<file path="config.mk">
export PLATFORM = sky130hd
export DESIGN_NAME = cam_reg_arbiter_flat
export DESIGN_NICKNAME = d
export VERILOG_FILES = /design/src/rtl/cam_reg_arbiter_if.sv /design/src/rtl/cam_reg_arbiter.sv /design/src/flat_wrapper.sv
export SDC_FILE = /design/constraint.sdc
export NUM_CORES = 1
export LEC_CHECK = 0
export BUFFER_PORTS_ARGS = -buffer_cell sky130_fd_sc_hd__buf_2
export CAP_MARGIN = 20
export CORE_ASPECT_RATIO = 2
export CORE_MARGIN = 2
export CORE_UTILIZATION = 36
export CTS_BUF_LIST = sky130_fd_sc_hd__clkbuf_8
export DETAILED_ROUTE_END_ITERATION = 7
export GPL_TIMING_DRIVEN = 0
export PLACE_DENSITY_LB_ADDON = 0.2
export SETUP_SLACK_MARGIN = 0.02
export SLEW_MARGIN = 20
export SYNTH_ARGS = -nofsm -noshare
export SYNTH_HDL_FRONTEND = slang
export SYNTH_SLANG_ARGS = --single-unit
</file>
<file path="constraint.sdc">
create_clock -name sys_clk -period 3.1 [get_ports sys_clk]
set_clock_uncertainty 0.15 [all_clocks]
set_input_delay 0.31 -clock sys_clk [delete_from_list [all_inputs] [get_ports sys_clk]]
set_output_delay 0.31 -clock sys_clk [all_outputs]
set_load 0.03 [all_outputs]
</file>
<file path="src/rtl/cam_reg_arbiter_if.sv">
// rtl/cam_reg_arbiter_if.sv - requester and I2C-controller signal bundle for cam_reg_arbiter
interface cam_reg_arbiter_if;
  logic       req0_valid;
  logic [7:0] req0_addr;
  logic [7:0] req0_data;
  logic       req0_ready;
  logic       req0_done;
  logic       req0_err;
  logic       req1_valid;
  logic [7:0] req1_addr;
  logic [7:0] req1_data;
  logic       req1_ready;
  logic       req1_done;
  logic       req1_err;
  logic       ctl_init_done;
  logic       ctl_device_rdy;
  logic       ctl_error;
  logic [7:0] ctl_data;
  logic       ctl_store;
  logic       ctl_send;
  logic       busy;
  logic       timeout;

  modport master (
    output req0_valid, req0_addr, req0_data, req1_valid, req1_addr, req1_data,
    output ctl_init_done, ctl_device_rdy, ctl_error,
    input  req0_ready, req0_done, req0_err, req1_ready, req1_done, req1_err,
    input  ctl_data, ctl_store, ctl_send, busy, timeout
  );

  modport slave (
    input  req0_valid, req0_addr, req0_data, req1_valid, req1_addr, req1_data,
    input  ctl_init_done, ctl_device_rdy, ctl_error,
    output req0_ready, req0_done, req0_err, req1_ready, req1_done, req1_err,
    output ctl_data, ctl_store, ctl_send, busy, timeout
  );
endinterface

</file>
<file path="src/rtl/cam_reg_arbiter.sv">
// rtl/cam_reg_arbiter.sv - two-port round-robin arbiter feeding camera register writes
// into a byte-buffered I2C controller, with completion, error and timeout reporting.
module cam_reg_arbiter #(
  parameter int               CNT_W          = 24,
  parameter logic [CNT_W-1:0] TIMEOUT_CYCLES = 24'd1000000
) (
  input logic             sys_clk,
  input logic             sys_rst_n,
  cam_reg_arbiter_if.slave bus
);

  typedef enum logic [2:0] {
    IDLE, LOAD_ADDR, LOAD_DATA, LOAD_END, SEND, SEND_END, WAIT_DONE, RESP
  } state_t;

  localparam logic [CNT_W-1:0] LIMIT = TIMEOUT_CYCLES - CNT_W'(1);

  state_t           state;
  logic             gnt;
  logic             last_gnt;
  logic [7:0]       data_q;
  logic [CNT_W-1:0] cnt;
  logic             seen_low;

  logic can_grant;
  logic pick;
  logic wd_accept;
  logic wd_exit;
  logic wd_err;
  logic wd_to;

  assign can_grant = bus.ctl_init_done && bus.ctl_device_rdy &&
                     (bus.req0_valid || bus.req1_valid);
  // On a tie the port that did not win last time goes next.
  assign pick      = (bus.req0_valid && bus.req1_valid) ? ~last_gnt : bus.req1_valid;

  // The controller reports idle before it has started, so ready only
  // counts as completion once it has been seen low in this wait.
  assign wd_accept = seen_low && bus.ctl_device_rdy;
  assign wd_exit   = bus.ctl_error || wd_accept || (cnt == LIMIT);
  assign wd_err    = bus.ctl_error || !wd_accept;
  assign wd_to     = !bus.ctl_error && !wd_accept && (cnt == LIMIT);

  always_ff @(posedge sys_clk or negedge sys_rst_n) begin
    if (!sys_rst_n) begin
      state          <= IDLE;
      gnt            <= 1'b0;
      last_gnt       <= 1'b1;
      data_q         <= 8'h00;
      cnt            <= '0;
      seen_low       <= 1'b0;
      bus.req0_ready <= 1'b0;
      bus.req1_ready <= 1'b0;
      bus.req0_done  <= 1'b0;
      bus.req1_done  <= 1'b0;
      bus.req0_err   <= 1'b0;
      bus.req1_err   <= 1'b0;
      bus.ctl_data   <= 8'h00;
      bus.ctl_store  <= 1'b0;
      bus.ctl_send   <= 1'b0;
      bus.busy       <= 1'b0;
      bus.timeout    <= 1'b0;
    end else begin
      bus.req0_ready <= 1'b0;
      bus.req1_ready <= 1'b0;
      bus.req0_done  <= 1'b0;
      bus.req1_done  <= 1'b0;
      bus.req0_err   <= 1'b0;
      bus.req1_err   <= 1'b0;
      bus.ctl_send   <= 1'b0;
      case (state)
        IDLE: begin
          if (can_grant) begin
            gnt            <= pick;
            last_gnt       <= pick;
            data_q         <= pick ? bus.req1_data : bus.req0_data;
            bus.ctl_data   <= pick ? bus.req1_addr : bus.req0_addr;
            bus.ctl_store  <= 1'b1;
            bus.req0_ready <= ~pick;
            bus.req1_ready <= pick;
            bus.busy       <= 1'b1;
            state          <= LOAD_ADDR;
          end
        end
        LOAD_ADDR: begin
          bus.ctl_data <= data_q;
          state        <= LOAD_DATA;
        end
        LOAD_DATA: begin
          bus.ctl_store <= 1'b0;
          state         <= LOAD_END;
        end
        LOAD_END: begin
          bus.ctl_send <= 1'b1;
          state        <= SEND;
        end
        SEND: begin
          state <= SEND_END;
        end
        SEND_END: begin
          cnt      <= '0;
          seen_low <= 1'b0;
          state    <= WAIT_DONE;
        end
        WAIT_DONE: begin
          cnt <= cnt + CNT_W'(1);
          if (!bus.ctl_device_rdy) seen_low <= 1'b1;
          if (wd_exit) begin
            bus.req0_done <= ~gnt;
            bus.req1_done <= gnt;
            bus.req0_err  <= ~gnt & wd_err;
            bus.req1_err  <= gnt & wd_err;
            if (wd_to) bus.timeout <= 1'b1;
            state <= RESP;
          end
        end
        RESP: begin
          bus.busy <= 1'b0;
          state    <= IDLE;
        end
        default: begin
          bus.busy <= 1'b0;
          state    <= IDLE;
        end
      endcase
    end
  end

endmodule

</file>
<file path="src/flat_wrapper.sv">
// flat-port wrapper written by rule: the top's interface ports become plain ports
module cam_reg_arbiter_flat 
#(
  parameter int               CNT_W          = 24,
  parameter logic [CNT_W-1:0] TIMEOUT_CYCLES = 24'd1000000
)
  (sys_clk, sys_rst_n, bus_req0_valid, bus_req0_addr, bus_req0_data, bus_req1_valid, bus_req1_addr, bus_req1_data, bus_ctl_init_done, bus_ctl_device_rdy, bus_ctl_error, bus_req0_ready, bus_req0_done, bus_req0_err, bus_req1_ready, bus_req1_done, bus_req1_err, bus_ctl_data, bus_ctl_store, bus_ctl_send, bus_busy, bus_timeout);
  cam_reg_arbiter_if bus_i ();
  input logic sys_clk;
  input logic sys_rst_n;
  input wire logic [$bits(bus_i.req0_valid)-1:0] bus_req0_valid;
  input wire logic [$bits(bus_i.req0_addr)-1:0] bus_req0_addr;
  input wire logic [$bits(bus_i.req0_data)-1:0] bus_req0_data;
  input wire logic [$bits(bus_i.req1_valid)-1:0] bus_req1_valid;
  input wire logic [$bits(bus_i.req1_addr)-1:0] bus_req1_addr;
  input wire logic [$bits(bus_i.req1_data)-1:0] bus_req1_data;
  input wire logic [$bits(bus_i.ctl_init_done)-1:0] bus_ctl_init_done;
  input wire logic [$bits(bus_i.ctl_device_rdy)-1:0] bus_ctl_device_rdy;
  input wire logic [$bits(bus_i.ctl_error)-1:0] bus_ctl_error;
  output wire logic [$bits(bus_i.req0_ready)-1:0] bus_req0_ready;
  output wire logic [$bits(bus_i.req0_done)-1:0] bus_req0_done;
  output wire logic [$bits(bus_i.req0_err)-1:0] bus_req0_err;
  output wire logic [$bits(bus_i.req1_ready)-1:0] bus_req1_ready;
  output wire logic [$bits(bus_i.req1_done)-1:0] bus_req1_done;
  output wire logic [$bits(bus_i.req1_err)-1:0] bus_req1_err;
  output wire logic [$bits(bus_i.ctl_data)-1:0] bus_ctl_data;
  output wire logic [$bits(bus_i.ctl_store)-1:0] bus_ctl_store;
  output wire logic [$bits(bus_i.ctl_send)-1:0] bus_ctl_send;
  output wire logic [$bits(bus_i.busy)-1:0] bus_busy;
  output wire logic [$bits(bus_i.timeout)-1:0] bus_timeout;
  assign bus_i.req0_valid = bus_req0_valid;
  assign bus_i.req0_addr = bus_req0_addr;
  assign bus_i.req0_data = bus_req0_data;
  assign bus_i.req1_valid = bus_req1_valid;
  assign bus_i.req1_addr = bus_req1_addr;
  assign bus_i.req1_data = bus_req1_data;
  assign bus_i.ctl_init_done = bus_ctl_init_done;
  assign bus_i.ctl_device_rdy = bus_ctl_device_rdy;
  assign bus_i.ctl_error = bus_ctl_error;
  assign bus_req0_ready = bus_i.req0_ready;
  assign bus_req0_done = bus_i.req0_done;
  assign bus_req0_err = bus_i.req0_err;
  assign bus_req1_ready = bus_i.req1_ready;
  assign bus_req1_done = bus_i.req1_done;
  assign bus_req1_err = bus_i.req1_err;
  assign bus_ctl_data = bus_i.ctl_data;
  assign bus_ctl_store = bus_i.ctl_store;
  assign bus_ctl_send = bus_i.ctl_send;
  assign bus_busy = bus_i.busy;
  assign bus_timeout = bus_i.timeout;
  cam_reg_arbiter #(.CNT_W(CNT_W), .TIMEOUT_CYCLES(TIMEOUT_CYCLES)) u_core (.sys_clk(sys_clk), .sys_rst_n(sys_rst_n), .bus(bus_i));
endmodule
</file>
Word level (Yosys, flattened, before mapping)
Index checks and enable logic that the tools add are counted.
- add/subtract/negate cells: 1
- equal/unequal tests: 11
- mux-type cells: 27
- bitwise operators: 5
- reduce and logical (&&, ||, !) cells: 24
- operators with widths (kind ; count):
    one-hot mux 24 bit (2 select lines) ; 1
    adder 24 x 1 -> 24 bit (second input constant) ; 1
    equality test 24 x 20 -> 1 bit (second input constant) ; 1
    two-way mux 8 bit ; 3
    one-hot mux 3 bit (8 select lines) ; 1
    two-way mux 1 bit ; 16
    one-hot mux 8 bit (2 select lines) ; 1
    equality test 3 bit (second input constant) ; 4
    AND reduction 2 bit ; 6
    nonzero test 2 bit ; 4
    equality test 3 x 2 -> 1 bit (second input constant) ; 2
    logical AND 1 bit ; 6
    two-way mux 3 bit ; 2
    one-hot mux 1 bit (2 select lines) ; 3
    logical OR 1 bit ; 4
    != test 2 x 1 -> 1 bit (second input constant) ; 2
    equality test 3 x 1 -> 1 bit (second input constant) ; 1
    logical NOT 3 bit ; 1
    inverter 1 bit ; 3
    AND reduction 3 bit ; 1
    bitwise AND 1 bit ; 2
    logical NOT 1 bit ; 2
    != test 2 bit (second input constant) ; 1
- flip-flop bits (word level): 56
- bits of input ports: 39
- word-level logic and storage cells: 85

Depth between registers and ports, before layout
- depth in word-level cells: 6
- gate-level depth with buffers: 6
- gate-level depth less buffers: 5

Worst setup path after synthesis
No wires, ideal clock.
- path kind: register to register
- from: reg u_core.cnt[2]
- to: reg u_core.cnt[19]
- library setup time: 0.069 ns
- data arrival time: 1.693 ns
- setup slack: 1.188 ns
- cell stages (with the launch flop): 5
- path buffers: 0
- period minus slack after synthesis: 1.912 ns
- cells stage by stage: dfrtp_1 nand4_2 or4_4 or4_1 nand3_1
- word-level cells in the longest chain between the ends: 2
- ends and longest elaborated chain (item ; RTL line ; RTL):
    from (decl) ; cam_reg_arbiter.sv:22 ; logic [CNT_W-1:0] cnt;
    from (signal assigned) ; cam_reg_arbiter.sv:106 ; cnt <= cnt + CNT_W'(1);
    adder 24 x 1 -> 24 bit ; cam_reg_arbiter.sv:106 ;
    one-hot mux 24 bit (2 select lines) ; cam_reg_arbiter.sv:71 ; case (state)
Every way passes these cells.
A chain may end at the register's enable or synchronous reset.

Final worst setup path
- from: reg u_core.state[2]
- to: reg u_core.cnt[16]
- word-level cells in the longest chain between the ends: 2
- elaborated cells between the ends (all ways): 4
- classes of those cells: eq/ne: 2; mux: 1; reduce/logical: 1
- ends and longest elaborated chain (item ; RTL line ; RTL):
    from (decl) ; cam_reg_arbiter.sv:18 ; state_t state;
    from (signal assigned) ; cam_reg_arbiter.sv:46 ; state <= IDLE;
    from (signal assigned) ; cam_reg_arbiter.sv:82 ; state <= LOAD_ADDR;
    from (signal assigned) ; cam_reg_arbiter.sv:87 ; state <= LOAD_DATA;
    equality test 3 bit ; cam_reg_arbiter.sv:71 ;
    one-hot mux 24 bit (2 select lines) / nonzero test 2 bit (equally long branches) ; -- ;
Several ways; a longest one is shown, not always the timed one.

==> impl_metrics.py <==
metrics = {
    "pwr": {
        "p_per_area_mw_per_mm2": 726,
        "peakVddDrop_mv": 0.393,
        "p_leak_nw": 1.55,
    },
    "sta": {
        "rsz0062_at_grt": "no",
        "hold_viol": 0,
        "setup_viol_count_final": 0,
        "min_period_ns": 2.25,
        "finalCritPeriodShare_pct": 72.5,
        "slew_violations": 0,
        "fmax_mhz": 445,
        "setup-tns-final_ns": 0,
        "tightest_slew_ns": 0.867,
        "relSlewSlack_pct": 41.6,
    },
    "setup_path": {
        "arrival_ns": 2.31,
        "endpoint_kind": "flop",
        "cp_max_fo": 10,
        "worstSetupPathType": "flop to flop",
        "start_kind": "flop",
        "r2r_slack_ns": 0.85,
        "required_ns": 3.17,
    },
    "global_routing": {
        "grt_pass1_wl_mm": 12.3,
        "overflow": 0,
        "grt_pass1_vias": 2584,
        "antenna_found_initial": 0,
        "grtUsageTotal_pct": 18.8,
        "grt_max_degree": 57,
    },
    "logic_synthesis": {
        "yosys.area.top_type_share_pct": 49.2,
        "synth_top_cells_by_count": "nand2_1, dfrtp_1, nor2_1, a21oi_1",
        "synth_area_leaders": "dfrtp_1, nand2_1, nor2_1",
        "ys_warn_count": 0,
        "synth.ff_latch_count": 56,
        "syn_area_mm2": 0.00280,
        "synth_most_common_cell": "nand2_1",
        "synth_ff_type": "dfrtp_1",
        "synth_seq_area_share_pct": 50.2,
        "ys_types": 54,
        "synth_nets": 341,
        "async_flop_share_pct": 100,
        "yosys.area.top_type": "dfrtp_1",
        "avgSynthCellArea_um2": 9.29,
        "syn_inst": 301,
        "synth_edf_count": 0,
    },
    "final_layout": {
        "fill_cells": 777,
        "multi_input_area_mm2": 0.00132,
        "drive_gt1_share_pct": 21.6,
        "final_cells": 460,
        "nNetsFinal": 405,
        "area_growth_pct": 18.1,
        "regArea_mm2": 0.00140,
        "antenna_cells": 0,
    },
    "floorplan": {
        "fp.dieW_um": 66.3,
        "start_util_pct": 37.0,
        "die_y_um": 129,
        "dieArea_mm2": 0.00853,
        "rows": 45,
        "io_pins": 57,
        "coreArea_mm2": 0.00754,
    },
    "drt": {
        "vias": 2536,
        "wl_mm": 7.29,
        "vias_per_cell": 5.51,
        "detail_route.first_pass.iterations": 4,
        "wire_per_inst_um": 15.9,
        "antenna_left": 0,
        "drc_errors": 0,
        "drt_iter0_drc": 126,
    },
    "place": {
        "port_buffers": 56,
        "routabilityCongestion": 0.812,
        "dp_cells": 451,
        "dp_hpwl_mm": 5.60,
    },
    "run": {
        "drv_cap": 0,
    },
    "clocking": {
        "cts_tree": "yes",
        "clock-sinks": 56,
        "cts-root-buf": "clkbuf_8",
        "cts.path.max_buffers": 2,
        "post_cts_resized": 0,
        "numCtsBuffers": 5,
        "htree_levels": 2,
        "clock_latency_ns": 0.32,
        "clk_pin_slew_ns": 0.10,
    },
    "run_status": {
        "status": "finished clean",
    },
    "hold_path": {
        "hold_class": "primary input to flop",
    },
}
## sequential cells by signal, summed over array words and instances (netlist names)
register and cells:
u_core.gnt 1, u_core.data_q 8, u_core.state 3, u_core.bus.ctl_store 1
u_core.bus.req1_done 1, u_core.bus.req0_done 1, u_core.bus.req0_err 1, u_core.last_gnt 1
u_core.bus.req0_ready 1, u_core.cnt 24, u_core.bus.req1_err 1, u_core.bus.busy 1
u_core.seen_low 1, u_core.bus.timeout 1, u_core.bus.ctl_send 1, u_core.bus.req1_ready 1
u_core.bus.ctl_data 8
## critical path, cell delays in order, from the launching register on
cell	delay (ns)
dfrtp_1	0.44
buf_1	0.39
nand3b_1	0.31
and2_1	0.25
clkbuf_1	0.25
a211o_1	0.35
## layer usage
metal	global-route usage, %	routed length, µm
met4	8.04	209
met3	2.71	235
met2	35.6	4240
met1	19.9	2610
met5	0	0
## report_power, final
group	internal (mW)	switching, mW
registers	0.920	0.139
clock network	0.183	0.252
logic	0.309	0.595
total	1.41	0.986
## stage by stage
step                setup WS [ns]  hold slack (ns)  power, mW  util [%]  area, µm²
detailed placement          0.755            0.266       1.98      42.4       3200
floorplan                    1.19           -0.136       1.68         -       2800
global route                0.620           0.0735       2.58      43.8       3300
finish                      0.852           0.0558       2.40      43.8       3300
CTS                         0.807           0.0511       2.42      43.8       3300
global placement            0.745            0.310       1.98      42.3       3190
## worst paths after layout
check	from	endpoint	cells after the start
setup reg to reg	u_core.state[2]$_DFFE_PN0P_	u_core.cnt[16]$_DFFE_PN0P_	5
max in group asynchronous	sys_rst_n	u_core.bus.ctl_data[6]$_DFFE_PN0P_	2
setup / recovery	u_core.state[2]$_DFFE_PN0P_	u_core.cnt[16]$_DFFE_PN0P_	5
hold reg to reg	u_core.seen_low$_DFFE_PN0P_	u_core.seen_low$_DFFE_PN0P_	2
hold / removal	bus_ctl_device_rdy	u_core.seen_low$_DFFE_PN0P_	2
min in group asynchronous	sys_rst_n	u_core.cnt[11]$_DFFE_PN0P_	2
## timing repair
action / CTS / global route
endpoints found under the hold margin: 55 / 0
hold buffers: 1 / 0
setup buffers: 0 / 0
## layout by cell type (no fill, tap or decap), types with 2 or more instances in the layout
cell type and n:
nand2_1 66, buf_2 58, dfrtp_1 55, nor2_1 25, a21oi_1 16, nand3_1 13
a31oi_1 13, clkbuf_1 12, o21ai_0 10, a221o_1 8, mux2i_1 7, nand4_1 6
clkbuf_8 6, nor4_1 5, and3_1 4, or4_1 4, and4_1 4, and2_1 3
o211ai_1 3, nor3_1 3, a21o_1 3, o31ai_1 2, nand3b_1 2, nor4_2 2
a31o_2 2
## layout make-up
type / count / share of cell area [%]
inverter: 1 / 0.114
multi-input combinational: 227 / 40.0
tap: 94 / 3.56
clock buffer: 6 / 2.50
timing repair buffer: 57 / 8.87
buffer: 17 / 2.08
clock inverter: 2 / 0.417
sequential: 56 / 42.5
## cell families (layout without fill, tap and decap cells)
group           Yosys count  in the layout  share of synthesized area, %
simple gates            146            146                          25.8
compound gates           71             71                          17.8
flops                    56             56                          50.2
buf+inv                  18             83                          2.60
mux                       7              7                          2.51
xor+xnor                  2              2                         0.627
fa+ha+maj                 1              1                         0.448
No activity file was read; power rests on OpenSTA's default activity.
